===== src/rtl/icache_miss_refill_pkg.sv =====
// Shared definitions for the instruction-cache miss/refill path: line geometry,
// derived widths and the refill FSM state encoding.
package icache_miss_refill_pkg;

  localparam int OFFSET_SIZE = 5;
  localparam int INDEX_SIZE  = 8;
  localparam int TAG_SIZE    = 64 - (OFFSET_SIZE + INDEX_SIZE);
  localparam int LINE_BYTES  = 2 ** OFFSET_SIZE;
  localparam int LINE_BITS   = LINE_BYTES * 8;
  localparam int BUS_WIDTH   = 64;
  localparam int NUM_BEATS   = LINE_BITS / BUS_WIDTH;
  localparam int CNT_W       = (NUM_BEATS > 1) ? $clog2(NUM_BEATS) : 1;

  typedef enum logic [2:0] {
    ST_IDLE   = 3'd0,
    ST_REQ    = 3'd1,
    ST_FILL   = 3'd2,
    ST_WRITE  = 3'd3,
    ST_REPLAY = 3'd4
  } refill_state_e;

  function automatic logic [63:0] line_addr(input logic [TAG_SIZE-1:0]   tag,
                                            input logic [INDEX_SIZE-1:0] idx);
    return {tag, idx, {OFFSET_SIZE{1'b0}}};
  endfunction

endpackage


===== src/rtl/icache_miss_refill_line_fill_buffer.sv =====
// Beat counter and slot registers that assemble memory beats into one cacheline.
// line_next_o shows the line including a beat being stored this cycle.
module icache_miss_refill_line_fill_buffer
  import icache_miss_refill_pkg::*;
(
  input  logic                 clock_i,
  input  logic                 reset_i,
  input  logic                 clear_i,
  input  logic                 store_i,
  input  logic [BUS_WIDTH-1:0] data_i,
  output logic                 last_o,
  output logic [LINE_BITS-1:0] line_next_o
);

  logic [CNT_W-1:0]                    count_q, count_d;
  logic [NUM_BEATS-1:0][BUS_WIDTH-1:0] slots_q, slots_d;

  // Next-state for counter and slots; count wraps naturally after the last beat.
  always_comb begin
    count_d = count_q;
    slots_d = slots_q;
    last_o  = 1'b0;
    if (clear_i) begin
      count_d = '0;
    end else if (store_i) begin
      slots_d[count_q] = data_i;
      count_d          = count_q + CNT_W'(1);
      last_o           = (count_q == CNT_W'(NUM_BEATS - 1));
    end else begin
      count_d = count_q;
    end
  end

  assign line_next_o = slots_d;

  // Counter and slot storage.
  always_ff @(posedge clock_i or posedge reset_i) begin
    if (reset_i) begin
      count_q <= '0;
      slots_q <= '0;
    end else begin
      count_q <= count_d;
      slots_q <= slots_d;
    end
  end

endmodule


===== src/rtl/icache_miss_refill.sv =====
// L1 instruction-cache miss handler: latches one miss, fetches the line from memory,
// writes it to the tag/data arrays and replays the fetch. All outputs are registered.
module icache_miss_refill
  import icache_miss_refill_pkg::*;
(
  input  logic                  clock_i,
  input  logic                  reset_i,
  input  logic                  missValid_i,
  input  logic [TAG_SIZE-1:0]   missTag_i,
  input  logic [INDEX_SIZE-1:0] missIndex_i,
  input  logic [OFFSET_SIZE-1:0] missOffset_i,
  output logic                  busy_o,
  output logic                  memReqValid_o,
  output logic [63:0]           memReqAddr_o,
  input  logic                  memReqReady_i,
  input  logic                  memRespValid_i,
  input  logic [BUS_WIDTH-1:0]  memRespData_i,
  output logic                  lineWrEnable_o,
  output logic [INDEX_SIZE-1:0] lineWrIndex_o,
  output logic [TAG_SIZE:0]     lineWrTag_o,
  output logic [LINE_BITS-1:0]  lineWrData_o,
  output logic                  replayEnable_o,
  output logic [TAG_SIZE-1:0]   replayTag_o,
  output logic [INDEX_SIZE-1:0] replayIndex_o,
  output logic [OFFSET_SIZE-1:0] replayOffset_o
);

  refill_state_e          state_q, state_d;
  logic [TAG_SIZE-1:0]    tag_q, tag_d;
  logic [INDEX_SIZE-1:0]  index_q, index_d;
  logic [OFFSET_SIZE-1:0] offset_q, offset_d;
  logic                   busy_q, busy_d;
  logic                   req_valid_q, req_valid_d;
  logic [63:0]            req_addr_q, req_addr_d;
  logic                   wr_en_q, wr_en_d;
  logic [INDEX_SIZE-1:0]  wr_index_q, wr_index_d;
  logic [TAG_SIZE:0]      wr_tag_q, wr_tag_d;
  logic [LINE_BITS-1:0]   wr_data_q, wr_data_d;
  logic                   rp_en_q, rp_en_d;
  logic [TAG_SIZE-1:0]    rp_tag_q, rp_tag_d;
  logic [INDEX_SIZE-1:0]  rp_index_q, rp_index_d;
  logic [OFFSET_SIZE-1:0] rp_offset_q, rp_offset_d;

  logic                   fill_clear;
  logic                   fill_store;
  logic                   fill_last;
  logic [LINE_BITS-1:0]   fill_line;

  icache_miss_refill_line_fill_buffer u_fill (
    .clock_i     (clock_i),
    .reset_i     (reset_i),
    .clear_i     (fill_clear),
    .store_i     (fill_store),
    .data_i      (memRespData_i),
    .last_o      (fill_last),
    .line_next_o (fill_line)
  );

  // Refill sequencing; outputs are computed one cycle ahead so they leave on flops.
  always_comb begin
    state_d     = state_q;
    tag_d       = tag_q;
    index_d     = index_q;
    offset_d    = offset_q;
    busy_d      = busy_q;
    req_valid_d = req_valid_q;
    req_addr_d  = req_addr_q;
    wr_en_d     = 1'b0;
    wr_index_d  = wr_index_q;
    wr_tag_d    = wr_tag_q;
    wr_data_d   = wr_data_q;
    rp_en_d     = 1'b0;
    rp_tag_d    = rp_tag_q;
    rp_index_d  = rp_index_q;
    rp_offset_d = rp_offset_q;
    fill_clear  = 1'b0;
    fill_store  = 1'b0;
    case (state_q)
      ST_IDLE: begin
        if (missValid_i) begin
          tag_d       = missTag_i;
          index_d     = missIndex_i;
          offset_d    = missOffset_i;
          busy_d      = 1'b1;
          req_valid_d = 1'b1;
          req_addr_d  = line_addr(missTag_i, missIndex_i);
          state_d     = ST_REQ;
        end else begin
          state_d = ST_IDLE;
        end
      end
      ST_REQ: begin
        if (req_valid_q && memReqReady_i) begin
          req_valid_d = 1'b0;
          fill_clear  = 1'b1;
          state_d     = ST_FILL;
        end else begin
          state_d = ST_REQ;
        end
      end
      ST_FILL: begin
        if (memRespValid_i) begin
          fill_store = 1'b1;
          if (fill_last) begin
            wr_en_d    = 1'b1;
            wr_index_d = index_q;
            wr_tag_d   = {tag_q, 1'b1};
            wr_data_d  = fill_line;
            state_d    = ST_WRITE;
          end else begin
            state_d = ST_FILL;
          end
        end else begin
          state_d = ST_FILL;
        end
      end
      ST_WRITE: begin
        rp_en_d     = 1'b1;
        rp_tag_d    = tag_q;
        rp_index_d  = index_q;
        rp_offset_d = offset_q;
        state_d     = ST_REPLAY;
      end
      ST_REPLAY: begin
        busy_d  = 1'b0;
        state_d = ST_IDLE;
      end
      default: begin
        busy_d      = 1'b0;
        req_valid_d = 1'b0;
        state_d     = ST_IDLE;
      end
    endcase
  end

  // State and registered outputs.
  always_ff @(posedge clock_i or posedge reset_i) begin
    if (reset_i) begin
      state_q     <= ST_IDLE;
      tag_q       <= '0;
      index_q     <= '0;
      offset_q    <= '0;
      busy_q      <= 1'b0;
      req_valid_q <= 1'b0;
      req_addr_q  <= '0;
      wr_en_q     <= 1'b0;
      wr_index_q  <= '0;
      wr_tag_q    <= '0;
      wr_data_q   <= '0;
      rp_en_q     <= 1'b0;
      rp_tag_q    <= '0;
      rp_index_q  <= '0;
      rp_offset_q <= '0;
    end else begin
      state_q     <= state_d;
      tag_q       <= tag_d;
      index_q     <= index_d;
      offset_q    <= offset_d;
      busy_q      <= busy_d;
      req_valid_q <= req_valid_d;
      req_addr_q  <= req_addr_d;
      wr_en_q     <= wr_en_d;
      wr_index_q  <= wr_index_d;
      wr_tag_q    <= wr_tag_d;
      wr_data_q   <= wr_data_d;
      rp_en_q     <= rp_en_d;
      rp_tag_q    <= rp_tag_d;
      rp_index_q  <= rp_index_d;
      rp_offset_q <= rp_offset_d;
    end
  end

  assign busy_o         = busy_q;
  assign memReqValid_o  = req_valid_q;
  assign memReqAddr_o   = req_addr_q;
  assign lineWrEnable_o = wr_en_q;
  assign lineWrIndex_o  = wr_index_q;
  assign lineWrTag_o    = wr_tag_q;
  assign lineWrData_o   = wr_data_q;
  assign replayEnable_o = rp_en_q;
  assign replayTag_o    = rp_tag_q;
  assign replayIndex_o  = rp_index_q;
  assign replayOffset_o = rp_offset_q;

endmodule


===== config.mk =====
export PLATFORM = sky130hd
export DESIGN_NAME = icache_miss_refill
export DESIGN_NICKNAME = d
export VERILOG_FILES = /design/src/rtl/icache_miss_refill_pkg.sv /design/src/rtl/icache_miss_refill_line_fill_buffer.sv /design/src/rtl/icache_miss_refill.sv
export SDC_FILE = /design/constraint.sdc
export NUM_CORES = 1
export LEC_CHECK = 0
export CORE_MARGIN = 5
export CORE_UTILIZATION = 51
export DETAILED_ROUTE_END_ITERATION = 8
export GPL_TIMING_DRIVEN = 0
export PLACE_DENSITY = 0.9
export SLEW_MARGIN = 20
export SYNTH_ARGS = -nofsm -noshare
export SYNTH_HDL_FRONTEND = slang
export SYNTH_SLANG_ARGS = --single-unit

===== constraint.sdc =====
create_clock -name clock_i -period 26 [get_ports clock_i]
set_clock_uncertainty 0.05 [all_clocks]
set_input_delay 5.2 -clock clock_i [delete_from_list [all_inputs] [get_ports clock_i]]
set_output_delay 5.2 -clock clock_i [all_outputs]
set_load 0.02 [all_outputs]

==> results of run 1 <==
-- synthesized netlist by cell type --
cell type  number  area share (%)
clkbuf_1       27            0.38
buf_1           1           0.014
and4bb_4        1           0.061
a211oi_1        2           0.056
nand2b_1        2           0.047
dfrtp_1       645              60
nor2_1          1           0.014
buf_4          44             1.2
nor4b_1         1           0.033
nand3_1         1           0.019
buf_2          39            0.73
ha_1            4            0.19
inv_1           7           0.098
mux2_2        260              11
o211ai_1        1           0.028
nand2_4         4            0.17
conb_1          1           0.014
o21ai_0         3           0.056
mux2_1          3            0.13
mux2i_1       192             7.2
a21oi_1       385             7.2
o31ai_1         1           0.028
and3_1          1           0.023
mux2_4        180              10
nand2_1         1           0.014
inv_2           1           0.014
buf_6          29             1.2
a21o_1          3           0.084
-- state kept, by name, indices dropped and copies added, names as in the netlist, 2 cells and up --
| signal | cells |
|---|---|
| state_q | 3 |
| u_fill.slots_q | 192 |
| replayOffset_o | 5 |
| lineWrTag_o | 52 |
| lineWrData_o | 256 |
| memReqAddr_o | 2 |
| u_fill.count_q | 2 |
| tag_q | 50 |
| lineWrIndex_o | 8 |
| replayIndex_o | 8 |
| replayTag_o | 51 |
| index_q | 7 |
| offset_q | 5 |
-- kinds of logic (layout without fill, tap and decap cells) --
group | Yosys count | after routing | synth area share, %
DFF | 645 | 645 | 60.08
AOI/OAI and AO/OA | 395 | 395 | 7.424
buffers and inverters | 148 | 847 | 3.675
adders and majority gates | 4 | 4 | 0.1863
muxes | 635 | 635 | 28.24
and+or+nand+nor | 12 | 12 | 0.3772
other | 1 | 5 | 0.01396
-- per-layer routing --
layer	routed length, um	track usage, %
met1	31480	35.17
met2	43130	50.17
met3	7237	8.474
met4	4568	13.97
met5	24	0
-- stage by stage --
stage               worst slack (ps)  cells  TNS (ps)  hold WS [ps]
floorplan                       2679   1844         0         426.6
global placement               -3435   3107  -2167640         413.0
detailed placement             18380   3113         0         418.8
CTS                            18840   3231         0         436.5
global route                   18770   3231         0         466.6
finish                         18920   3231         0         434.2
-- power groups by stage --
stage | Sequential, uW | Clock (uW) | Combinational [uW]
global placement | 1650 | 0 | 1700
detailed placement | 1680 | 0 | 1740
finish | 1680 | 981 | 1770
global route | 1720 | 1040 | 1850
CTS | 1670 | 993 | 1770
floorplan | 1890 | 0 | 720
-- worst paths after layout --
| check | startpoint | end | slack [ps] | cells after the start |
|---|---|---|---|---|
| worst max-delay path | memReqAddr_o[12] | memReqAddr_o[12] | 18920 | 1 |
| min in group asynchronous | reset_i | replayTag_o[41] | 4990 | 2 |
| worst min register to register | lineWrTag_o[0] | lineWrTag_o[0] | 430 | 1 |
| worst min-delay path | lineWrTag_o[0] | lineWrTag_o[0] | 430 | 1 |
| worst max register to register | u_fill.count_q[1] | lineWrData_o[143] | 23560 | 5 |
| max in group asynchronous | reset_i | lineWrData_o[227] | 19080 | 5 |
-- layout make-up --
class / count / share of cell area, %
clock inverter: 19 / 0.6729
buffer: 140 / 2.667
tap: 688 / 2.399
inverter: 8 / 0.1046
timing repair buffer: 581 / 16.50
multi-input combinational: 1051 / 27.17
clock buffer: 99 / 5.515
sequential: 645 / 44.97
==> results_dict.tcl, run 1 <==
set metrics [dict create \
    timing.critical_path.slowest_cell_delay_ps 740 \
    p_switching_uw 1562 \
    status "finished, final reports clean" \
    ant_nets 0 \
    ctsHoldBuffers 0 \
    maxCapViolations 0 \
    cts_tree "yes" \
    slew_viol_final 0 \
    clk_pin_slew_worst_paths_ps 60 \
    rows 84 \
    peakVddDrop_uv 108.1 \
    cts_resized 0 \
    seq_power_share_pct 38.0 \
    io_pins 581 \
    fin_area_sq_um 35890 \
    p_clk_share_pct 22.1 \
    design.core.area_sq_um 52340 \
    netlist_area_sq_um 26860 \
    arrival_ps 1830 \
    period_minus_slack_ps 7079 \
    numPortBuffers 575 \
    synth_seq_cells 645 \
    drive_gt1_share_pct 26.23 \
    wl_per_cell_um 26.75 \
    grt_pass1_wl_um 130300 \
    numCtsBuffers 67 \
    antenna_found_initial 2 \
    hold_viol_final 0 \
    power_density_nw_per_um2 123.5 \
    layout_common_cells "645 x dfrtp_1, 575 x clkdlybuf4s50_1, 385 x a21oi_1" \
    area_growth_pct 33.60 \
    crit_path_max_fanout 4 \
    path_delay_family "buffers and inverters" \
    root_buffer "clkbuf_16" \
    via_per_inst 5.792 \
    multi_input_area_sq_um 9751 \
    switching_share_pct 35.24 \
    n_antenna_cell 0 \
    maxSlewHeadroom_pct 31.42 \
    syn_inst 1840 \
    die-area_sq_um 57360 \
    placed_area_sq_um 33670 \
    power.internal_uw 2870 \
    crit_required_ps 20750 \
    grt_overflow 0 \
    crit_buf_inv 1 \
    total_power_uw 4432 \
    first_pass_iters 5 \
    synth_cell_types 28 \
    htreeDepth 3 \
    critical_path_class "flip-flop to output pin" \
    crit_chain "clkdlybuf4s50_1" \
    avgSynthCellArea_sq_um 14.60 \
    remaining_drc_errors 0 \
    die_h_um 239.5 \
    max_freq_mhz 141.3 \
    yosysSeqAreaShare_pct 60.08 \
    first_global_vias 20547 \
    cts.sinks 645 \
    synth-warning-count 0 \
    hold_path.class "flip-flop to flip-flop" \
    dp_hpwl_um 60260 \
    die_w_um 239.5 \
    nFillCells 3363 \
    fin_util_pct 68.57 \
    nets 2631 \
    drt_wl_total_um 86440 \
    post_cts_buffers 0 \
    setup_viol 0 \
    final-seq-area_sq_um 16140 \
    p_comb_share_pct 39.9 \
    via_count 18713 \
    tightest_slew_ps 1029 \
    grt_start_max_net_pins 111 \
    finalCritPeriodShare_pct 27.23 \
    insertion_delay_ps 590 \
    gp_congestion 0.9198 \
    critPathLaunchType "flip-flop" \
    start_util_pct 51.32 \
    rsz0062_at_grt "no" \
    clockBufferDepth 3 \
    drt_iter0_drc 1173 \
    gr-usage-all-layers_pct 29.66 \
    final_common_cell "dfrtp_1" \
    critPathSlowestCell "clkdlybuf4s50_1" \
    end_kind "output pin" \
    p_leak_uw 0.01663 \
]
Power figures use the tool's default switching activity.
==> run 2, diff against run 1 <==
CORE_UTILIZATION = 46   (was 51)
PLACE_DENSITY = 0.86   (was 0.9)
clock period = 6 ns   (was 26 ns; I/O delays follow)
==> run 2 against run 1 <==
Flip-flop and latch count did not move. Critical endpoint is now replayTag_o[29]. Via count fell by 0.88%. Cell count rose by 2.8%. Largest cell class unchanged. Final area rose by 0.96%. Critical path type unchanged. Utilization fell by 5.9 points.
==> results_dict.tcl, run 2 (synthesis gave the netlist of run 1 again) <==
set metrics [dict create \
    design.core.area_sq_um 57810 \
    final_common_cell "dfrtp_1" \
    cts_tree "yes" \
    rows 88 \
    holdWs_ps 441.2 \
    grt_start_max_net_pins 38 \
    gp_congestion 0.8825 \
    max_freq_mhz 329.9 \
    maxSlewHeadroom_pct 33.32 \
    io_pins 581 \
    start_util_pct 46.47 \
    die_h_um 251.7 \
    period_minus_slack_ps 3031 \
    routed.top_layer "met4" \
    end_kind "output pin" \
    timing.critical_path.slowest_cell_delay_ps 840 \
    route.met3.wl_um 6156 \
    p_leak_uw 0.01673 \
    clk_pin_slew_worst_paths_ps 60 \
    area_growth_pct 34.87 \
    clockBufferDepth 3 \
    htreeDepth 3 \
    setup_viol 0 \
    gr-usage-all-layers_pct 26.50 \
    cts.sinks 645 \
    critPathLaunchType "flip-flop" \
    drt_wl_total_um 86110 \
    ant_nets 0 \
    die_w_um 251.7 \
    insertion_delay_ps 590 \
    path_delay_family "buffers and inverters" \
    critPathSlowestCell "clkdlybuf4s50_1" \
    hold_path.class "flip-flop to flip-flop" \
    largest_register_ffs 256 \
    power_density_nw_per_um2 524.1 \
    multi_input_area_sq_um 9751 \
    finalCritPeriodShare_pct 50.52 \
    rsz0062_at_grt "no" \
    crit_path_max_fanout 2 \
    grt_pass1_wl_um 129700 \
    peakVddDrop_uv 406.1 \
    wl_per_cell_um 25.91 \
    crit_buf_inv 1 \
    post_cts_buffers 0 \
    remaining_drc_errors 0 \
    grt_overflow 0 \
    nFillCells 4114 \
    final-seq-area_sq_um 16140 \
    via_count 18549 \
    via_per_inst 5.582 \
    maxCapViolations 0 \
    total_power_uw 18990 \
    n_antenna_cell 0 \
    slew_viol_final 0 \
    arrival_ps 1780 \
    crit_chain "clkdlybuf4s50_1" \
    tightest_slew_ps 1000 \
    hold_viol_final 0 \
    crit_required_ps 4750 \
    first_pass_iters 6 \
    layout_common_cells "645 x dfrtp_1, 575 x clkdlybuf4s50_1, 385 x a21oi_1" \
    numPortBuffers 575 \
    die-area_sq_um 63330 \
    cts_resized 0 \
    nets 2650 \
    dp_hpwl_um 62060 \
    numCtsBuffers 69 \
    drive_gt1_share_pct 26.66 \
    ctsHoldBuffers 0 \
    wl_met2_um 43090 \
    antenna_found_initial 0 \
    first_global_vias 20411 \
    critical_path_class "flip-flop to output pin" \
    wl_met1_um 32540 \
    status "finished, final reports clean" \
    drt_iter0_drc 1296 \
    root_buffer "clkbuf_16" \
]
run 2: changes by cell type in the layout (fill, tap and decap cells not counted), sizes merged:
cell,before,now
clkinv,10,14
buf,119,136
bufinv,5,1
clkbuf,126,123
clkinvlp,1,4
inv,11,9
run 2: area by class of cell:
type	count	share of cell area [%]
Buffer	140	2.642
Multi-Input combinational cell	1051	26.91
Inverter	8	0.09324
Timing Repair Buffer	598	17.28
Clock inverter	20	0.5007
Tap cell	765	2.642
Sequential cell	645	44.55
Clock buffer	96	5.380
run 2: final timing paths:
check | depth (start not counted) | end | slack (ps) | startpoint
setup / recovery | 1 | replayTag_o[29] | 2970 | replayTag_o[29]
hold / removal | 1 | lineWrTag_o[7] | 440 | lineWrTag_o[7]
setup reg to reg | 5 | lineWrData_o[88] | 3580 | u_fill.count_q[1]
hold reg to reg | 1 | lineWrTag_o[7] | 440 | lineWrTag_o[7]
max in group asynchronous | 9 | lineWrData_o[171] | 3110 | reset_i
min in group asynchronous | 2 | tag_q[41] | 900 | reset_i
run 2: layer usage:
layer | up-vias | global-route usage (%)
li1 | 7928 | -
met1 | 9626 | 31.63
met2 | 796 | 45.42
met3 | 199 | 6.659
met4 | 0 | 12.15
met5 | - | 0
run 2: power by group:
part / total [uW] / internal (uW) / switching, uW
clock: 4070 / 2320 / 1750
sequential: 7250 / 6030 / 1230
combinational: 7660 / 3920 / 3740
total: 19000 / 12300 / 6710
run 2: metrics by stage:
| step | cell area [sq um] | setup TNS, ps | setup WS (ps) | util, % | cells |
|---|---|---|---|---|---|
| final | 36230 | 0 | 2969 | 62.68 | 3323 |
| after global placement | 33590 | -4783950 | -7499 | 58.12 | 3184 |
| after CTS | 36230 | 0 | 2929 | 62.68 | 3323 |
| after detailed placement | 34100 | 0 | 2410 | 58.99 | 3207 |
| after global routing | 36230 | 0 | 2881 | 62.68 | 3323 |
| after floorplan | 26880 | -2620420 | -4063 | - | 1844 |
==> run 3, diff against run 2 <==
clock period = 2.6 ns   (was 6 ns; I/O delays follow)
==> run 3 against run 2 <==
Power up 130%. Clock power up 130%. Routed wire length about the same. Via count about the same. Critical path depth up 4. Cell count unchanged. Final area unchanged. Count of clock-buffer cells in the layout unchanged. Sequential power up 130%. Non-clock buffer count unchanged. Sequential share of layout area unchanged. Register-to-register slack worse by 3400 ps. Largest cell class unchanged. Highest routed layer unchanged.
==> results_dict.tcl, run 3 (synthesis gave the netlist of run 1 again) <==
set metrics [dict create \
    status "finished, final reports clean" \
    p_leak_uw 0.01673 \
    clockBufferDepth 3 \
    critPathLaunchType "flip-flop" \
    finalCritPeriodShare_pct 93.21 \
    die-area_sq_um 63330 \
    slew_viol_final 0 \
    hold_viol_final 0 \
    fin_area_sq_um 36230 \
    peakVddDrop_uv 937.1 \
    grt_overflow 0 \
    wl_per_cell_um 25.90 \
    p_comb_share_pct 40.3 \
    layout_common_cells "645 x dfrtp_1, 575 x clkdlybuf4s50_1, 385 x a21oi_1" \
    critical_path_class "flip-flop to flip-flop" \
    path_delay_family "buffers and inverters" \
    via_per_inst 5.577 \
    multi_input_area_sq_um 9751 \
    layoutNonFillerInstCount 3323 \
    critPathSlowestCell "clkbuf_1" \
    p_switching_uw 15490 \
    largest_register_ffs 256 \
    crit_buf_inv 2 \
    numCtsBuffers 69 \
    via_count 18534 \
    end_kind "flip-flop" \
    die_h_um 251.7 \
    crit_path_max_fanout 10 \
    rsz0062_at_grt "no" \
    cts.sinks 645 \
    timing.critical_path.slowest_cell_delay_ps 740 \
    maxCapViolations 0 \
    area_growth_pct 34.87 \
    total_power_uw 43820 \
    gp_congestion 0.8825 \
    antenna_found_initial 0 \
    crit_chain "ha_1 -> clkbuf_1 -> clkbuf_1 -> a21oi_1 -> a21oi_1" \
    htreeDepth 3 \
    power_density_nw_per_um2 1209 \
    holdWs_ps 220.0 \
    drt_wl_total_um 86080 \
    first_global_vias 20411 \
    hold_path.class "primary input to asynchronous set/reset pin" \
    io_pins 581 \
    rows 88 \
    insertion_delay_ps 590 \
    design.core.area_sq_um 57810 \
    p_clk_share_pct 21.5 \
    grt_start_max_net_pins 38 \
    start_util_pct 46.47 \
    power.internal_uw 28320 \
    final-seq-area_sq_um 16140 \
    finalSetupTns_ps 0 \
    first_pass_iters 8 \
    period_minus_slack_ps 2423 \
    die_w_um 251.7 \
    n_antenna_cell 0 \
    place_inst 3207 \
    dp_hpwl_um 62060 \
    tightest_slew_ps 1001 \
    nFillCells 4114 \
    remaining_drc_errors 0 \
    setup_viol 0 \
    crit_required_ps 3050 \
    clk_pin_slew_worst_paths_ps 60 \
    numPortBuffers 575 \
    placed_area_sq_um 34100 \
    drt_iter0_drc 1296 \
    ant_nets 0 \
    max_freq_mhz 412.7 \
    switching_share_pct 35.36 \
    gr-usage-all-layers_pct 26.50 \
    drive_gt1_share_pct 26.66 \
    cts_tree "yes" \
    grt_pass1_wl_um 129700 \
    final_common_cell "dfrtp_1" \
    arrival_ps 2870 \
    seq_power_share_pct 38.2 \
    nets 2650 \
    maxSlewHeadroom_pct 33.25 \
    root_buffer "clkbuf_16" \
]
-- run 3: cell types whose count changed in the layout (fill, tap and decap cells not counted) --
cell      delta
clkbuf_1     -1
buf_1        +1
-- run 3: power by group through the flow --
stage / combinational, uW / clock (uW) / sequential (uW)
2_1_floorplan: 7200 / 0 / 18900
3_3_place_gp: 17100 / 0 / 16500
3_5_place_dp: 17600 / 0 / 16700
4_1_cts: 17800 / 9570 / 16700
5_1_grt: 18600 / 9970 / 17100
6_report: 17700 / 9400 / 16700
-- run 3: final cells by class --
type	count	share of cell area, %
flip-flops and latches	645	44.55
multi-input cells	1051	26.91
repair buffers	598	17.28
clock buffers	96	5.380
plain buffers	140	2.642
well taps	765	2.642
clock inverters	20	0.5007
inverters	8	0.09324
-- run 3: worst paths after layout --
check / start / end / slack, ps / cells after the start
setup / recovery: u_fill.count_q[1] / lineWrData_o[88] / 180 / 5
setup reg to reg: u_fill.count_q[1] / lineWrData_o[88] / 180 / 5
hold / removal: reset_i / tag_q[41] / 220 / 2
min in group clock_i: lineWrTag_o[7] / lineWrTag_o[7] / 440 / 1
hold reg to reg: lineWrTag_o[7] / lineWrTag_o[7] / 440 / 1
max in group asynchronous: reset_i / lineWrData_o[171] / 390 / 9
-- run 3: per-layer routing --
layer	GRT usage, %	share of wire, %	vias to the layer above
met2	45.42	50	786
li1	-	-	7929
met1	31.63	38	9626
met4	12.15	5.0	0
met3	6.659	7.1	193
met5	0	0	-
-- run 3: timing repair --
action,4_1_cts,5_1_grt
hold endpoints to repair,0,0
resized for setup,0,1
endpoints found under the setup margin,0,1
hold buffers,0,0
setup buffers,0,0
-- run 3: per-stage QoR --
stage	util, %	worst slack [ps]
after floorplan	-	-6783
after global placement	58.12	-10220
after detailed placement	58.99	-310.4
after CTS	62.68	40.46
after global routing	62.68	1.503
final	62.68	176.6
